[src/rtl/nibble_serial_adder.sv]
// Serial multi-word adder: one 4-bit ripple nibble adder reused over WIDTH/4 cycles,
// LSB nibble first, with the inter-nibble carry held in a flop.
module nibble_serial_adder #(
   parameter int unsigned WIDTH = 16
) (
   input  logic             clk,
   input  logic             rst_n,
   input  logic             in_valid,
   output logic             in_ready,
   input  logic [WIDTH-1:0] a,
   input  logic [WIDTH-1:0] b,
   input  logic             cin,
   output logic             out_valid,
   input  logic             out_ready,
   output logic [WIDTH-1:0] sum,
   output logic             cout,
   output logic             busy
);

   localparam int unsigned NIBBLES = WIDTH / 4;
   localparam int unsigned CNT_W   = (NIBBLES > 1) ? $clog2(NIBBLES) : 1;

   typedef enum logic [1:0] {
      S_IDLE = 2'd0,
      S_ADD  = 2'd1,
      S_DONE = 2'd2
   } state_e;

   state_e           state_q, state_d;
   logic [CNT_W-1:0] cnt_q, cnt_d;
   logic             carry_q, carry_d;
   logic [WIDTH-1:0] a_sh_q, a_sh_d;
   logic [WIDTH-1:0] b_sh_q, b_sh_d;
   logic [WIDTH-1:0] sum_q, sum_d;
   logic             cout_q, cout_d;

   logic [4:0] nib_sum;
   logic       accept;
   logic       last_nib;

   // Shared nibble adder: low nibbles of the operand shift registers plus held carry.
   assign nib_sum  = {1'b0, a_sh_q[3:0]} + {1'b0, b_sh_q[3:0]} + {4'b0000, carry_q};
   assign accept   = in_valid & in_ready;
   assign last_nib = (cnt_q == CNT_W'(NIBBLES - 1));

   // State register
   always_ff @(posedge clk) begin
      if (!rst_n) begin
         state_q <= S_IDLE;
      end else begin
         state_q <= state_d;
      end
   end

   // Next-state logic
   always_comb begin
      state_d = state_q;
      case (state_q)
         S_IDLE:  if (accept) state_d = S_ADD;
         S_ADD:   if (last_nib) state_d = S_DONE;
         S_DONE:  if (out_ready) state_d = S_IDLE;
         default: state_d = S_IDLE;
      endcase
   end

   // Outputs decoded from state; in_ready is also gated by reset so it reads 0 during reset
   always_comb begin
      in_ready  = (state_q == S_IDLE) & rst_n;
      out_valid = (state_q == S_DONE);
      busy      = (state_q != S_IDLE);
   end

   // Datapath next values
   always_comb begin
      cnt_d   = cnt_q;
      carry_d = carry_q;
      a_sh_d  = a_sh_q;
      b_sh_d  = b_sh_q;
      sum_d   = sum_q;
      cout_d  = cout_q;
      case (state_q)
         S_IDLE: begin
            if (accept) begin
               a_sh_d  = a;
               b_sh_d  = b;
               carry_d = cin;
               cnt_d   = '0;
            end
         end
         S_ADD: begin
            a_sh_d  = a_sh_q >> 4;
            b_sh_d  = b_sh_q >> 4;
            sum_d   = {nib_sum[3:0], sum_q[WIDTH-1:4]};
            carry_d = nib_sum[4];
            cnt_d   = cnt_q + CNT_W'(1);
            if (last_nib) cout_d = nib_sum[4];
         end
         default: begin
         end
      endcase
   end

   // Datapath registers
   always_ff @(posedge clk) begin
      if (!rst_n) begin
         cnt_q   <= '0;
         carry_q <= 1'b0;
         a_sh_q  <= '0;
         b_sh_q  <= '0;
         sum_q   <= '0;
         cout_q  <= 1'b0;
      end else begin
         cnt_q   <= cnt_d;
         carry_q <= carry_d;
         a_sh_q  <= a_sh_d;
         b_sh_q  <= b_sh_d;
         sum_q   <= sum_d;
         cout_q  <= cout_d;
      end
   end

   assign sum  = sum_q;
   assign cout = cout_q;

endmodule

[config.mk]
export PLATFORM = sky130hd
export DESIGN_NAME = nibble_serial_adder
export DESIGN_NICKNAME = d
export VERILOG_FILES = /design/src/rtl/nibble_serial_adder.sv
export SDC_FILE = /design/constraint.sdc
export NUM_CORES = 1
export LEC_CHECK = 0
export CAP_MARGIN = 20
export CORE_MARGIN = 2
export CORE_UTILIZATION = 55
export DETAILED_ROUTE_END_ITERATION = 8
export DONT_BUFFER_PORTS = 1
export PLACE_DENSITY = 0.74
export SLEW_MARGIN = 20
export SYNTH_ARGS = -nofsm -noshare
export SYNTH_HDL_FRONTEND = slang
export SYNTH_SLANG_ARGS = --single-unit
[constraint.sdc]
create_clock -name clk -period 2.45 [get_ports clk]
set_input_delay 0.1225 -clock clk [delete_from_list [all_inputs] [get_ports clk]]
set_output_delay 0.1225 -clock clk [all_outputs]
set_load 0.005 [all_outputs]
Yosys cells after proc, flatten, opt, wreduce, memory -nomap -nowiden
Index checks and enable logic that the tools add are counted.
{"block": "word_totals", "register_bits": 54, "input_bits": 37, "output_inout_bits": 20, "wordCells": 36}
{"block": "op_classes", "addsub": 3, "eq_ne": 6, "mux": 12, "bitwise": 2, "n_reduce_logical": 6}
{"operator": "case mux 16 bit (2 select lines)", "n": 2}
{"operator": "two-way mux 16 bit", "n": 2}
{"operator": "two-way mux 2 bit", "n": 4}
{"operator": "case mux 2 bit (3 select lines)", "n": 1}
{"operator": "adder 4 x 4 -> 5 bit", "n": 1}
{"operator": "adder 5 x 1 -> 5 bit", "n": 1}
{"operator": "equality test 2 bit, second input constant", "n": 2}
{"operator": "!= test 2 bit, second input constant", "n": 2}
{"operator": "case mux 2 bit (2 select lines)", "n": 1}
{"operator": "AND reduction 2 bit", "n": 2}
{"operator": "nonzero test 2 bit", "n": 2}
{"operator": "AND reduction 3 bit", "n": 1}
{"operator": "adder 2 x 1 -> 2 bit, second input constant", "n": 1}
{"operator": "AND 1 bit", "n": 2}
{"operator": "equality test 2 x 1 -> 1 bit, second input constant", "n": 1}
{"operator": "logical NOT 2 bit", "n": 1}
{"operator": "!= test 2 x 1 -> 1 bit, second input constant", "n": 1}
{"operator": "case mux 1 bit (2 select lines)", "n": 1}
{"operator": "two-way mux 1 bit", "n": 1}

Longest topological paths before layout
Gate-level depths: netlist of the first run.
{"block": "depth", "depth_word": 5, "depth_mapped": 7, "mapped_depth_nobuf": 7}

Worst setup path before layout of the first run
Ideal clock, no wire load.
{"block": "synth_path", "path_kind": "register -> register", "startpoint": "register carry_q", "endpoint": "register carry_q", "setup_ns": 0.133, "arrival_ns": 1.450, "required_ns": 2.317, "setup_slack_ns": 0.866, "stages_incl_launch_ff": 8, "synth_period_minus_slack_ns": 1.584, "path_cell_list": "dfxtp_1 fa_1 inv_1 fa_1 inv_1 a21o_1 a21oi_1 o221ai_1"}
{"block": "synth_between", "elab_chain_len": 2}
{"element": "start, declared", "line_no": "31", "source": "logic carry_q, carry_d;"}
{"element": "start signal, assigned", "line_no": "114", "source": "carry_q <= carry_d;"}
{"element": "adder 5 x 1 -> 5 bit", "line_no": "42", "source": "assign nib_sum = {1'b0, a_sh_q[3:0]} + {1'b0, b_sh_q[3:0]} + {4'b0000, carry_q};"}
{"element": "case mux 1 bit (2 select lines)", "line_no": "81", "source": "case (state_q)"}
No other way between the ends.
A chain may end at the register's enable or synchronous reset.

Worst setup path after layout of the first run
{"block": "layout_path", "startpoint": "register state_q[0]", "endpoint": "register cnt_q[0]"}
{"block": "layout_between", "elab_chain_len": 5}
{"element": "start, declared", "line_no": "29", "source": "state_e state_q, state_d;"}
{"element": "start signal, assigned", "line_no": "51", "source": "state_q <= state_d;"}
{"element": "logical NOT 2 bit", "line_no": "68, 81"}
{"element": "AND 1 bit", "line_no": "68", "source": "in_ready = (state_q == S_IDLE) & rst_n;"}
{"element": "AND 1 bit", "line_no": "43", "source": "assign accept = in_valid & in_ready;"}
{"element": "!= test 2 bit (no source line)"}
{"element": "AND reduction 2 bit (no source line)"}
{"element": "end signal, assigned", "line_no": "113", "source": "cnt_q <= cnt_d;"}
{"element": "end, declared", "line_no": "30", "source": "logic [CNT_W-1:0] cnt_q, cnt_d;"}
Parallel ways exist; a longest one is shown, timed or not.

==> results.json, run 1 <==
{
  "run_status": "finished clean",
  "cp_max_fo": 23,
  "drtPass1Iterations": 4,
  "postCtsResizedCells": 0,
  "drt-total-wl_mm": 4.714,
  "leakage_nw": 0.9337,
  "ys_seq_area_share_pct": 48.00,
  "p_clk_share_pct": 28.8,
  "globalplace.congestion": 0.7602,
  "clk_path_buf_depth": 2,
  "netlist.top_cell.by_area": "dfxtp_1",
  "period_share_pct": 74.92,
  "finalSetupTns_ns": 0,
  "period_needed_ns": 1.836,
  "worstSetupEndpoint": "cnt_q[0]",
  "r2r-end": "cnt_q[0]",
  "rsz0062_at_grt": "false",
  "seq_power_share_pct": 58.8,
  "p_per_area_nw_per_um2": 653.2,
  "endpoint_kind": "flop",
  "avgSynthCellArea_um2": 8.696,
  "synth_mux_area_share_pct": 0.4444,
  "worstSetupPathType": "flop to flop",
  "grt_usage_pct": 22.79,
  "start_util_pct": 56.71,
  "crit_path_start": "state_q[0]",
  "drt_iter0_markers": 68,
  "die_x_um": 67.99,
  "grt_pass1_wl_mm": 7.755,
  "drcViolationCount": 0,
  "crit_path_top_delay_cell": "nand4bb_1",
  "final_antenna_net_count": 0,
  "worst_slew_pin_slew_ns": 0.6509,
  "synth.area.top_cells": "dfxtp_1 (48%), nand2_1 (9.3%), o221ai_1 (7.0%)",
  "yosysWarnings": 0,
  "switching_share_pct": 25.88,
  "path_buf_inv": 0,
  "internal_power_w": 0.001215,
  "root_buffer": "clkbuf_8",
  "finalSetupViolations": 0,
  "syn_area_um2": 2252,
  "synth_common_cells": "nand2_1 (56), dfxtp_1 (54), nor2_1 (32)",
  "fmax_mhz": 544.8,
  "antennaDiodeCount": 0,
  "layout-drive-gt1-share_pct": 5.948,
  "synth_top_area_share_pct": 48.00,
  "h-tree-depth": 2,
  "grt.overflow.total": 0,
  "synth_fp_nets": 302,
  "cpPeakStageDelay_ns": 0.60,
  "async_reset_ff_share_pct": 0,
  "synth_top_family_by_area": "compound AO/OA/AOI/OAI gates",
  "dp_hpwl_mm": 2.938,
  "crit_family": "simple AND/OR/NAND/NOR gates",
  "crit_cells": 3,
  "fin_skew_ns": 0.005015,
  "syn-instance-count": 259,
  "maxCapViolCount": 0,
  "vias": 1795,
  "hold_violations": 0,
  "design.die.area_um2": 4623,
  "wire_per_inst_um": 14.78,
  "critPathLaunchType": "flop",
  "ir_drop_mv": 0.3597,
  "synthSimpleGateAreaFrac_pct": 19.72,
  "post-route-util_pct": 63.17,
  "grt_pass1_vias": 1718,
  "synth_xor_area_share_pct": 0,
  "ff2ff_setup_slack_ns": 0.61,
  "drv_slew": 0,
  "fin_nets": 312,
  "pre_cts_slack_ns": 0.6132,
  "core_um2": 3971,
  "worst_slack_ns": 0.6144,
  "synth_compound_area_share_pct": 21.83,
  "cts.clk_slew.worst_paths_ns": 0.09,
  "io_buffer_count": 0,
  "viasPerCell": 5.627,
  "cts_tree": "yes",
  "synthToLayoutAreaGrowth_pct": 11.39,
  "rows": 23,
  "synth-edff-count": 0,
  "worstPathArrival_ns": 2.02,
  "synth_most_common_cell": "nand2_1",
  "synth.ff_latch_count": 54,
  "io_pins": 57,
  "ff2ff_path_depth": 3,
  "post_cts_buffers": 0,
  "ys.flop_type": "dfxtp_1",
  "combPwrFrac_pct": 12.5,
  "maxSlewHeadroom_pct": 56.61,
  "synthAdderAreaFrac_pct": 4.000,
  "cp.required_ns": 2.63,
  "power.switching_w": 0.0004241,
  "grt_max_degree": 55,
  "reg2reg_from": "state_q[0]",
  "antenna_found_initial": 0,
  "hold_class": "input port to flop",
  "cts_buffers": 5,
  "synthDistinctLibCells": 33,
  "clk_latency_ns": 0.31,
  "postCtsHoldBufs": 18,
  "cts.sinks": 54,
  "die_h_um": 67.99,
  "worstPathCellList": "nand4bb_1 > nand2_2 > o21ai_1"
}
-- flip-flops by register name, indices dropped and copies added (netlist names) --
register and cells:
cout 1, sum 16, a_sh_q 16, state_q 2
b_sh_q 16, carry_q 1, cnt_q 2
-- routing by layer --
layer	routed length [µm]	up-vias	GRT usage, %
li1	-	918	-
met1	2044	820	26.88
met2	2253	51	38.11
met3	345	6	8.059
met4	70	0	8.250
met5	0	-	0
-- cells by family after synthesis --
logic type,after synthesis
AOI/OAI and AO/OA,69
buffers and inverters,25
muxes,1
and+or+nand+nor,104
adders and majority gates,6
DFF,54
-- power groups by stage --
stage          combinational [W]  sequential, W  clock, W
2_1_floorplan           0.000157       0.000974         0
3_3_place_gp            0.000164       0.000982         0
3_5_place_dp            0.000166       0.000983         0
4_1_cts                 0.000204       0.000963  0.000489
5_1_grt                 0.000233       0.000970  0.000517
6_report                0.000204       0.000963  0.000472
-- how the worst min path moves through the flow --
| stage | to | cells after the start | slack, ns | startpoint |
|---|---|---|---|---|
| finish | b_sh_q[2] | 2 | 0.02 | b[2] |
| global route | state_q[1] | 2 | 0.03 | out_ready |
| global placement | state_q[1] | 1 | 0.24 | rst_n |
| CTS | b_sh_q[8] | 2 | 0.01 | b[8] |
| detailed placement | state_q[1] | 1 | 0.25 | rst_n |
| floorplan | carry_q | 2 | 0.24 | cin |
-- through the flow --
stage / cells / hold WS [ns] / total power [W] / area (µm²)
floorplan: 259 / 0.2385 / 0.001131 / 2252
global placement: 294 / 0.2448 / 0.001146 / 2238
detailed placement: 294 / 0.2487 / 0.001150 / 2238
CTS: 319 / 0.01165 / 0.001656 / 2509
global route: 319 / 0.02594 / 0.001720 / 2509
finish: 319 / 0.02068 / 0.001639 / 2509
-- area by class of cell --
type	instances	area [µm²]
fill	353	1463
clock inverter	1	7.507
tap	50	62.56
inverter	5	18.77
sequential	54	1081
timing repair buffer	23	227.7
multi-input combinational	180	1039
clock buffer	6	72.57
-- placed cells by master, fill, tap and decap left out, drive strengths merged --
| cell | count |
|---|---|
| nand2 | 57 |
| dfxtp | 54 |
| nor2 | 32 |
| o221ai | 18 |
| dlygate4sd3 | 17 |
| a21boi | 15 |
| a21oi | 12 |
| o21ai | 11 |
| a32oi | 7 |
| clkbuf | 6 |
| buf | 6 |
| inv | 5 |
| ha | 4 |
| nand3 | 3 |
| nor2b | 3 |
| a21o | 2 |
| a31oi | 2 |
| fa | 2 |
| nor3b | 2 |
| or2 | 1 |
| o211a | 1 |
| nand2b | 1 |
| mux2i | 1 |
| nand4bb | 1 |
| nand3b | 1 |
| and2 | 1 |
| or4b | 1 |
| nand4 | 1 |
| o21a | 1 |
| clkinvlp | 1 |
(Power assumes the default switching activity.)
==> run 2, diff against run 1 <==
--- a/config.mk
+++ b/config.mk
@@ -10,7 +10,7 @@
 export CORE_UTILIZATION = 55
 export DETAILED_ROUTE_END_ITERATION = 8
 export DONT_BUFFER_PORTS = 1
-export PLACE_DENSITY = 0.74
+export PLACE_DENSITY = 0.77
 export SLEW_MARGIN = 20
 export SYNTH_ARGS = -nofsm -noshare
 export SYNTH_HDL_FRONTEND = slang
==> constraint.sdc (replaced) <==
create_clock -name clk -period 1.5 [get_ports clk]
set_input_delay 0.075 -clock clk [delete_from_list [all_inputs] [get_ports clk]]
set_output_delay 0.075 -clock clk [all_outputs]
set_load 0.005 [all_outputs]
==> run 2 against run 1 <==
Against the previous run:
- the run now ends with setup timing left
- fmax rose by 19%
- total power up 72%
- clock skew up 0.0045 ns
- sequential share of layout area decreased by 4.3 points
- via count up 7.6%
- global-route usage up 1.2 points
- worst setup slack worse by 0.66 ns
- first-iteration DRC count up 38%
- combinational power increased by 110%
- die area is the same
- critical endpoint is now carry_q
==> results.json, run 2 (same netlist as run 1, synthesis figures left out) <==
{
  "h-tree-depth": 2,
  "antennaDiodeCount": 0,
  "instances_no_fill": 341,
  "dp_hpwl_mm": 3.083,
  "wire_per_inst_um": 14.88,
  "cpPeakStageDelay_ns": 0.40,
  "pre_cts_slack_ns": -0.07023,
  "cts_buffers": 5,
  "reg2reg_from": "b_sh_q[0]",
  "io_buffer_count": 0,
  "clk_latency_ns": 0.31,
  "cts.sinks": 54,
  "ff2ff_path_depth": 7,
  "final_antenna_net_count": 0,
  "grt_pass1_vias": 1897,
  "maxSlewHeadroom_pct": 80.59,
  "ir_drop_mv": 0.7339,
  "design.die.area_um2": 4623,
  "io_pins": 57,
  "grt_usage_pct": 24.02,
  "cp_max_fo": 2,
  "grt.overflow.total": 0,
  "fin_hold_ws_ns": 0.001742,
  "die_x_um": 67.99,
  "worst_slack_ns": -0.04241,
  "period_share_pct": 102.8,
  "crit_path_start": "b_sh_q[0]",
  "holdPathStages": 2,
  "fmax_mhz": 648.3,
  "hold_violations": 0,
  "p_per_area_nw_per_um2": 1009,
  "worstPathCellList": "fa_2 > inv_2 > fa_2 > inv_2 > a21o_1 > a21oi_2 > o221ai_1",
  "die_h_um": 67.99,
  "cts.clk_slew.worst_paths_ns": 0.09,
  "maxCapViolCount": 0,
  "grt_pass1_wl_mm": 8.245,
  "violations": "setup timing",
  "core_um2": 3971,
  "worstPathArrival_ns": 1.73,
  "drt_iter0_markers": 94,
  "cp.required_ns": 1.69,
  "hold_class": "input port to flop",
  "viasPerCell": 5.663,
  "grt_max_degree": 57,
  "worst_slew_pin_slew_ns": 0.2904,
  "clk_path_buf_depth": 2,
  "hp-start": "b[4]",
  "cts_tree": "yes",
  "finalSetupTns_ns": -0.04261,
  "placed_cells": 301,
  "period_needed_ns": 1.542,
  "root_buffer": "clkbuf_8",
  "crit_path_top_delay_cell": "fa_2",
  "globalplace.congestion": 0.8389,
  "synthToLayoutAreaGrowth_pct": 23.94,
  "start_util_pct": 56.71,
  "rsz0062_at_grt": "true",
  "drv_slew": 0,
  "endpoint_kind": "flop",
  "vias": 1931,
  "worstSetupPathType": "flop to flop",
  "drcViolationCount": 0,
  "drtPass1Iterations": 4,
  "drt-total-wl_mm": 5.074,
  "leakage_nw": 1.049,
  "antenna_found_initial": 0,
  "layout-drive-gt1-share_pct": 12.37,
  "layout_common_cells": "nand2_1 (55), dfxtp_1 (52), nor2_1 (32)",
  "finalSetupViolations": 2,
  "run_status": "finished, violations left",
  "critPathLaunchType": "flop",
  "final_common_cell": "nand2_1",
  "fin_nets": 333,
  "rows": 23,
  "fin_skew_ns": 0.009561
}
==> run 2: critical path, delay by kind of cell (launching register included) <==
family,cells,cell delay (ns)
fa+ha+maj,2,0.58
compound gates,3,0.41
flops,1,0.34
buf+inv,2,0.11
==> run 2: power breakdown <==
| group | leakage, nW | internal (W) | switching [W] |
|---|---|---|---|
| sequential | 0.442 | 0.00152 | 0.0000566 |
| combinational | 0.559 | 0.000204 | 0.000216 |
| clock | 0.0482 | 0.000373 | 0.000450 |
| total | 1.05 | 0.00209 | 0.000723 |
==> run 2: layout make-up <==
class / instances / area, µm²
clock inverters: 1 / 5.005
well taps: 50 / 62.56
inverters: 5 / 18.77
flip-flops and latches: 54 / 1084
repair buffers: 44 / 449.2
multi-input cells: 180 / 1086
clock buffers: 7 / 86.33
fillers: 298 / 1180
==> run 2: through the flow <==
step	cell area [µm²]	total power [W]	utilization [%]
after floorplan	2258	0.001850	-
after global placement	2322	0.001903	58.48
after detailed placement	2322	0.001910	58.48
after CTS	2753	0.002819	69.31
after global routing	2791	0.002960	70.29
final	2791	0.002818	70.29
==> run 2: layer usage <==
layer	global-route usage [%]	part of all wire, %	vias up
met5	0	0	-
met4	10.25	1.0	0
li1	-	-	962
met1	27.14	42	906
met3	4.441	5.5	6
met2	43.81	52	57
==> run 2: timing repair <==
action	CTS	global route
pin swaps	7	2
hold buffers	32	0
hold endpoints to repair	54	0
resized for setup	6	8
setup endpoints to repair	3	30
setup buffers	0	0
==> run 2: worst paths after layout <==
path                            slack [ns]        end
worst max-delay path                 -0.04    carry_q
worst min-delay path                 0.002  b_sh_q[4]
worst max register to register       -0.04    carry_q
worst min register to register        0.46  a_sh_q[5]
==> run 3, diff against run 2 <==
--- a/config.mk
+++ b/config.mk
@@ -5,6 +5,7 @@
 export SDC_FILE = /design/constraint.sdc
 export NUM_CORES = 1
 export LEC_CHECK = 0
+export ABC_AREA = 1
 export CAP_MARGIN = 20
 export CORE_MARGIN = 2
 export CORE_UTILIZATION = 55
==> run 3 against run 2 <==
Against the previous run:
- the flow still finishes with violations (setup timing)
- clock power down 2.7%
- hold slack improved by 0.0013 ns
- total power increased by 6.4%
- synthesized cell count increased by 13%
- first-iteration DRC count is 32% lower
- sequential cell count is the same
- cell count rose by 10%
- combinational power grew 34%
- global-route usage shrank 0.80 points
- fmax up 2.5%
- non-clock buffer count is 5 lower
- area after synthesis fell by 0.67%
- critical path type unchanged
- largest power group unchanged
==> results.json, run 3 <==
{
  "cp.required_ns": 1.69,
  "vias": 1988,
  "cts.sinks": 54,
  "path_buf_inv": 2,
  "synthToLayoutAreaGrowth_pct": 20.13,
  "antenna_found_initial": 0,
  "fmax_mhz": 664.6,
  "cts.clk_slew.worst_paths_ns": 0.10,
  "worstHoldEndpoint": "a_sh_q[8]",
  "layout-drive-gt1-share_pct": 10.77,
  "hold_class": "input port to flop",
  "placed_cells": 337,
  "cp_common_cell": "fa_2",
  "syn-instance-count": 293,
  "grt_pass1_wl_mm": 7.955,
  "avgSynthCellArea_um2": 7.635,
  "synth.area.top_cells": "dfxtp_1 (48%), nor2_1 (8.7%), o21ai_0 (7.4%)",
  "reg2reg_from": "b_sh_q[0]",
  "worstPathCellList": "fa_2 > inv_2 > fa_2 > buf_4 > xor2_1 > o22ai_1",
  "grt_usage_pct": 23.22,
  "viasPerCell": 5.301,
  "instances_no_fill": 375,
  "drt_iter0_markers": 64,
  "synth_most_common_cell": "dfxtp_1",
  "ir_drop_mv": 0.5965,
  "clk_path_buf_depth": 2,
  "synth_top_area_share_pct": 48.32,
  "cpPeakStageDelay_ns": 0.40,
  "die_h_um": 67.78,
  "period_share_pct": 100.3,
  "crit_family": "adder cells",
  "final_antenna_net_count": 0,
  "synth.ff_latch_count": 54,
  "period_needed_ns": 1.505,
  "dp_hpwl_mm": 3.258,
  "violations": "setup timing",
  "start_util_pct": 56.74,
  "netlist.top_cell.by_area": "dfxtp_1",
  "drt-total-wl_mm": 4.989,
  "drcViolationCount": 0,
  "r2r-end": "sum[14]",
  "h-tree-depth": 2,
  "finalSetupViolations": 1,
  "cp_max_fo": 2,
  "root_buffer": "clkbuf_8",
  "design.die.area_um2": 4593,
  "yosysWarnings": 0,
  "wire_per_inst_um": 13.30,
  "hold_violations": 0,
  "holdPathStages": 4,
  "post-route-util_pct": 68.17,
  "grt.overflow.total": 0,
  "die_x_um": 67.78,
  "worstPathArrival_ns": 1.69,
  "fin_skew_ns": 0.007371,
  "io_buffer_count": 0,
  "run_status": "finished, violations left",
  "worstSetupPathType": "flop to flop",
  "ys_seq_area_share_pct": 48.32,
  "clk_latency_ns": 0.31,
  "final-seq-area_um2": 1085,
  "synth_fp_nets": 336,
  "grt_pass1_vias": 1868,
  "maxCapViolCount": 0,
  "synth_common_cells": "dfxtp_1 (54), nor2_1 (52), nand2_1 (39)",
  "io_pins": 57,
  "crit_path_top_delay_cell": "fa_2",
  "globalplace.congestion": 0.8122,
  "fill_cells": 315,
  "pre_cts_slack_ns": -0.005821,
  "hp-start": "a[8]",
  "drv_slew": 0,
  "ff2ff_setup_slack_ns": -0.005,
  "core_um2": 3943,
  "synth-edff-count": 0,
  "rsz0062_at_grt": "true",
  "critPathLaunchType": "flop",
  "leakage_nw": 1.112,
  "grt_max_degree": 29,
  "syn_area_um2": 2237,
  "multiInputGateArea_um2": 977.2,
  "antennaDiodeCount": 0,
  "cts_buffers": 5,
  "endpoint_kind": "flop",
  "worst_slack_ns": -0.004771,
  "ff2ff_path_depth": 6,
  "cts_tree": "yes",
  "synthDistinctLibCells": 26,
  "fin_hold_ws_ns": 0.003081,
  "rows": 23,
  "maxSlewHeadroom_pct": 45.55,
  "final_common_cell": "nor2_1",
  "async_reset_ff_share_pct": 0,
  "p_per_area_nw_per_um2": 1116,
  "drtPass1Iterations": 4,
  "fin_nets": 367,
  "worst_slew_pin_slew_ns": 0.8168,
  "ys.flop_type": "dfxtp_1",
  "layout_common_cells": "nor2_1 (52), dfxtp_1 (51), nand2_1 (38)"
}
==> run 3: report_power, final <==
part | internal (W) | leakage, nW | switching (W)
sequential | 0.00156 | 0.443 | 0.0000729
clock | 0.000330 | 0.0452 | 0.000472
combinational | 0.000234 | 0.624 | 0.000330
total | 0.00212 | 1.11 | 0.000875
==> run 3: cell families after synthesis <==
logic type | Yosys count | share of synthesized area [%]
adders and majority gates | 6 | 4.027
DFF | 54 | 48.32
AOI/OAI and AO/OA | 59 | 13.87
xor gates and xnor gates | 1 | 0.3916
and+or+nand+nor | 129 | 24.55
buffers and inverters | 44 | 8.836
==> run 3: repair_timing <==
item | CTS | global route
pin swaps | 0 | 4
hold buffers | 29 | 0
gates resized for setup | 3 | 8
hold endpoints to repair | 37 | 0
buffers inserted | 0 | 1
setup endpoints to repair | 3 | 6
==> run 3: worst register-to-register path, cell delays in order (launching register included) <==
cell     delay, ns
dfxtp_2       0.34
fa_2          0.40
inv_2         0.08
fa_2          0.21
buf_4         0.11
xor2_1        0.14
o22ai_1       0.09
==> run 3: worst max-delay path by stage <==
stage / from / to / cells past startpoint
3_3_place_gp: carry_q / carry_q / 10
3_5_place_dp: carry_q / carry_q / 10
5_1_grt: b_sh_q[0] / carry_q / 10
6_report: b_sh_q[0] / sum[14] / 6
2_1_floorplan: carry_q / carry_q / 10
4_1_cts: carry_q / carry_q / 10
==> run 3: area by class of cell <==
cell class | count | share of cell area, %
Inverter | 29 | 4.050
Tap cell | 50 | 2.328
Timing Repair Buffer | 39 | 13.69
Multi-Input combinational cell | 195 | 36.36
Sequential cell | 54 | 40.36
Clock buffer | 6 | 2.700
Clock inverter | 2 | 0.5121
==> run 3: metrics by stage <==
stage | area [µm²] | TNS [ns] | power (W)
floorplan | 2237 | 0 | 0.002030
global placement | 2278 | 0 | 0.002117
detailed placement | 2278 | -0.005821 | 0.002132
CTS | 2661 | 0 | 0.002992
global route | 2688 | -0.1750 | 0.003165
finish | 2688 | -0.004771 | 0.002999
==> run 3: metal layers <==
layer	track usage [%]	vias to the layer above	wire length [µm]
met5	0	-	0
li1	-	1008	-
met4	8.000	0	101
met3	6.000	13	298
met1	27.01	912	2110
met2	41.18	55	2479
